$ cat src/rtl/cond_unit.sv
// Condition-check stage: holds NZCV, evaluates Cond, gates decoder write requests.
// Optional COND_UNIT_PERF_CNT_EN adds saturating executed/skipped instruction counters.
module cond_unit #(
    parameter int CNT_W = 16
) (
    input  logic             clk,
    input  logic             reset,
    input  logic             InstrValid,
    input  logic [3:0]       Cond,
    input  logic [3:0]       ALUFlags,
    input  logic [1:0]       FlagW,
    input  logic             PCS,
    input  logic             RegW,
    input  logic             MemW,
    input  logic             NoWrite,
    input  logic             SLTW,
    output logic             PCSrc,
    output logic             RegWrite,
    output logic             MemWrite,
    output logic             SLTWrite,
    output logic             CondEx,
    output logic [3:0]       Flags
`ifdef COND_UNIT_PERF_CNT_EN
    ,
    output logic [CNT_W-1:0] ExecCount,
    output logic [CNT_W-1:0] SkipCount
`endif
);

    logic n, z, c, v;
    logic cond_pass;

    assign {n, z, c, v} = Flags;

    always_comb begin
        cond_pass = 1'b0;
        case (Cond)
            4'b0000: cond_pass = z;
            4'b0001: cond_pass = ~z;
            4'b0010: cond_pass = c;
            4'b0011: cond_pass = ~c;
            4'b0100: cond_pass = n;
            4'b0101: cond_pass = ~n;
            4'b0110: cond_pass = v;
            4'b0111: cond_pass = ~v;
            4'b1000: cond_pass = c & ~z;
            4'b1001: cond_pass = ~c | z;
            4'b1010: cond_pass = (n == v);
            4'b1011: cond_pass = (n != v);
            4'b1100: cond_pass = ~z & (n == v);
            4'b1101: cond_pass = z | (n != v);
            4'b1110: cond_pass = 1'b1;
            default: cond_pass = 1'b0;
        endcase
    end

    // Reset folds into CondEx so every enable and the flag update are quiet during reset.
    assign CondEx   = reset & InstrValid & cond_pass;
    assign PCSrc    = PCS & CondEx;
    assign RegWrite = RegW & CondEx & ~NoWrite;
    assign MemWrite = MemW & CondEx;
    assign SLTWrite = SLTW & CondEx;

    always_ff @(posedge clk) begin
        if (!reset) begin
            Flags <= 4'b0000;
        end else if (CondEx) begin
            if (FlagW[1]) Flags[3:2] <= ALUFlags[3:2];
            if (FlagW[0]) Flags[1:0] <= ALUFlags[1:0];
        end
    end

`ifdef COND_UNIT_PERF_CNT_EN
    localparam logic [CNT_W-1:0] CNT_MAX = '1;

    always_ff @(posedge clk) begin
        if (!reset) begin
            ExecCount <= '0;
            SkipCount <= '0;
        end else if (InstrValid) begin
            if (CondEx) begin
                if (ExecCount != CNT_MAX) ExecCount <= ExecCount + 1'b1;
            end else begin
                if (SkipCount != CNT_MAX) SkipCount <= SkipCount + 1'b1;
            end
        end
    end
`else
    logic [31:0] unused_cnt_w;
    assign unused_cnt_w = 32'(CNT_W);
`endif

endmodule

$ cat config.mk
export PLATFORM = sky130hd
export DESIGN_NAME = cond_unit
export DESIGN_NICKNAME = d
export VERILOG_FILES = /design/src/rtl/cond_unit.sv
export SDC_FILE = /design/constraint.sdc
export NUM_CORES = 1
export LEC_CHECK = 0
export BUFFER_PORTS_ARGS = -buffer_cell sky130_fd_sc_hd__buf_2
export CAP_MARGIN = 15
export CORE_AREA = 2 2 44 46
export DETAILED_ROUTE_END_ITERATION = 7
export DIE_AREA = 0 0 46 48
export HOLD_SLACK_MARGIN = 0.1
export PLACE_DENSITY = 0.64
export SETUP_SLACK_MARGIN = 0.1
export SYNTH_ARGS = -nofsm -noshare
export SYNTH_HDL_FRONTEND = slang
export SYNTH_SLANG_ARGS = --single-unit
$ cat constraint.sdc
create_clock -name clk -period 2.23 [get_ports clk]
set_clock_uncertainty 0.1 [all_clocks]
set_input_delay 0.446 -clock clk [delete_from_list [all_inputs] [get_ports clk]]
set_output_delay 0.446 -clock clk [all_outputs]
set_load 0.02 [all_outputs]
==> results.py <==
metrics = {
    "setup_path": {
        "r2r_start": "Flags[0]",
        "rr_endpoint": "Flags[0]",
        "cp_data_arrival_time_ns": 1.88,
        "crit_family": "compound AO/OA/AOI/OAI gates",
        "critical_path_class": "in -> out",
        "cp-start-kind": "primary input",
        "cp-end-kind": "output pin",
        "reg2reg_depth": 8,
        "slowest_delay_ns": 0.26,
        "crit_path_start": "Cond[3]",
        "crit_chain": "buf_2 > buf_12 > nand2b_1 > o21bai_1 > o221ai_4 > a31oi_4 > and3b_2 > buf_6",
        "crit_cells": 8,
        "cp_max_fo": 10,
        "slowest_stage": "o21bai_1",
        "worstSetupEndpoint": "RegWrite",
        "worst-path-buf-inv": 3,
        "cp_data_required_time_ns": 1.68,
        "r2r_setup_slack_ns": 0.13,
    },
    "final_layout": {
        "top_register": "Flags",
        "diodes": 0,
        "postLayoutCellArea_sq_um": 845,
        "fin_nets": 118,
        "layout-drive-gt1-share_pct": 56.6,
        "fillers": 174,
        "reg_top3": "Flags x4",
        "syn_to_final_growth_pct": 67.5,
        "largest_reg_flops": 4,
    },
    "drt": {
        "drc": 0,
        "totalWireLength_um": 1440,
        "viasPerCell": 5.10,
        "drt_iter0_markers": 7,
        "dr.pass1.iters": 4,
        "dr_total_vias": 592,
        "ant_nets": 0,
        "routedWlPerCell_um": 12.4,
    },
    "sta": {
        "rsz0062_at_grt": "yes",
        "fin_crit_sh_pct": 109,
        "slew_violations": 0,
        "maxSlewHeadroom_pct": 79.0,
        "worst_slew_pin_slew_ns": 0.313,
        "setup_violations": 5,
        "fin_crit_ns": 2.42,
        "finalWorstSetupSlack_ns": -0.194,
        "hold_violations": 0,
        "holdWs_ns": 0.344,
        "timing.fmax_mhz": 412,
    },
    "synth": {
        "synthArstFlopShare_pct": 0,
        "yosysWarnings": 0,
        "synthMostInstantiatedCell": "nand2_1",
        "synthDistinctLibCells": 31,
        "synth_edf_count": 0,
        "yosys.area.top_type": "dfxtp_1",
        "netlist_instances": 61,
        "yosysTopAreaCellShare_pct": 15.9,
        "syn_area_sq_um": 504,
        "syn_nets": 79,
        "synth.area.top_cells": "dfxtp_1 (16%), nand2_1 (8.9%), mux2i_1 (7.9%)",
        "synth_common_cells": "nand2_1 (12), and2_1 (4), dfxtp_1 (4), inv_1 (4), mux2i_1 (4)",
        "seq_area_frac_synth_pct": 15.9,
        "yosys_register_bits": 4,
        "yosys_most_used_dff": "dfxtp_1",
        "synth.avg_cell_area_sq_um": 8.27,
    },
    "grt": {
        "grt_max_degree": 12,
        "grt_pass1_wl_um": 2200,
        "grt_pass1_vias": 492,
        "antenna_found_initial": 0,
        "track_usage_pct": 14.1,
        "overflow": 0,
    },
    "placement": {
        "place_area_sq_um": 723,
        "port_buffers": 26,
        "place_ws_ns": -0.247,
        "place_congestion": 0.777,
        "dp_hpwl_um": 1130,
    },
    "die": {
        "die_x_um": 46,
        "dieArea_sq_um": 2210,
        "core.rowCount": 15,
        "die_height_um": 48,
        "initial_core_util_pct": 29.9,
        "io_pins": 27,
        "core_sq_um": 1690,
    },
    "clocking": {
        "cts_max_level": 1,
        "clkSinkCount": 4,
        "tritoncts.num_buffers": 3,
        "root_buffer": "clkbuf_4",
        "cts_max_path_buffers": 2,
        "clkTransAtPathRegs_ns": 0.04,
        "cts_tree": "done",
        "clk_latency_ns": 0.24,
    },
    "power": {
        "ir_drop_mv": 0.247,
        "finalPower_uw": 292,
        "p_leak_nw": 0.355,
        "powerDensity_nw_per_um2": 345,
    },
    "min_path": {
        "hold_path.class": "in -> reg",
    },
    "run": {
        "cap_viol_max_count": 0,
    },
    "status": {
        "status": "finished, violations left",
        "violations": "setup timing",
    },
}
## cells by family after synthesis
group                  synth area share, %
multiplexers                          7.94
AO/OA/AOI/OAI                         33.3
flip-flops                            15.9
XOR/XNOR                              5.21
AND/OR/NAND/NOR                       28.8
buffers and inverters                 8.93
## worst min path at each step
stage | to | slack, ns | depth (start not counted) | from
finish | Flags[3] | 0.34 | 3 | ALUFlags[3]
CTS | Flags[0] | 0.34 | 3 | ALUFlags[0]
floorplan | Flags[0] | 0.43 | 2 | Flags[0]
global placement | Flags[1] | 0.39 | 2 | Flags[1]
detailed placement | Flags[0] | 0.41 | 2 | Flags[0]
global route | Flags[2] | 0.35 | 3 | ALUFlags[2]
## layout make-up
| cell class | count | area, sq um | share of cell area (%) |
|---|---|---|---|
| Inverter | 4 | 15.0 | 1.78 |
| Sequential cell | 4 | 87.6 | 10.4 |
| Timing Repair Buffer | 39 | 254 | 30.1 |
| Clock buffer | 4 | 26.3 | 3.11 |
| Multi-Input combinational cell | 48 | 440 | 52.1 |
| Tap cell | 17 | 21.3 | 2.52 |
## tightest hold or removal path, stage by stage
cell and delay, ns:
buf_2 0.10, nand2_1 0.04, mux2i_1 0.05
## metal layers
| metal | vias to the layer above | part of all wire, % | track usage, % |
|---|---|---|---|
| met3 | 2 | 3.9 | 2.26 |
| met1 | 276 | 43 | 19.1 |
| met4 | 0 | 1.1 | 8.57 |
| met2 | 16 | 52 | 20.8 |
| met5 | - | 0 | 0 |
| li1 | 298 | - | - |
## cell usage in the layout, fill, tap and decap left out, types with 3 or more instances in the layout
master	count
nand2_1	12
and2_2	3
buf_2	22
inv_1	4
mux2i_1	4
clkbuf_4	3
nand3b_1	3
buf_4	15
a31oi_4	3
## timing repair
action	4_1_cts	5_1_grt
hold buffers	0	0
setup endpoints to repair	5	6
gates cloned	0	0
pin swaps	5	2
gates resized for setup	8	4
setup buffers	2	1
## through the flow
stage               utilization (%)  setup TNS, ns  cells
global route                   50.0          -1.17    116
floorplan                         -         -0.291     61
CTS                            47.2         -0.813    115
finish                         50.0         -0.752    116
detailed placement             42.8         -0.973    109
global placement               42.8         -0.663    109
## where the power goes
part           internal, mW  switching, mW
Clock                0.0674         0.0333
Combinational        0.0585         0.0581
Sequential           0.0718        0.00265
Total                 0.198         0.0940
No activity file was read; power rests on OpenSTA's default activity.
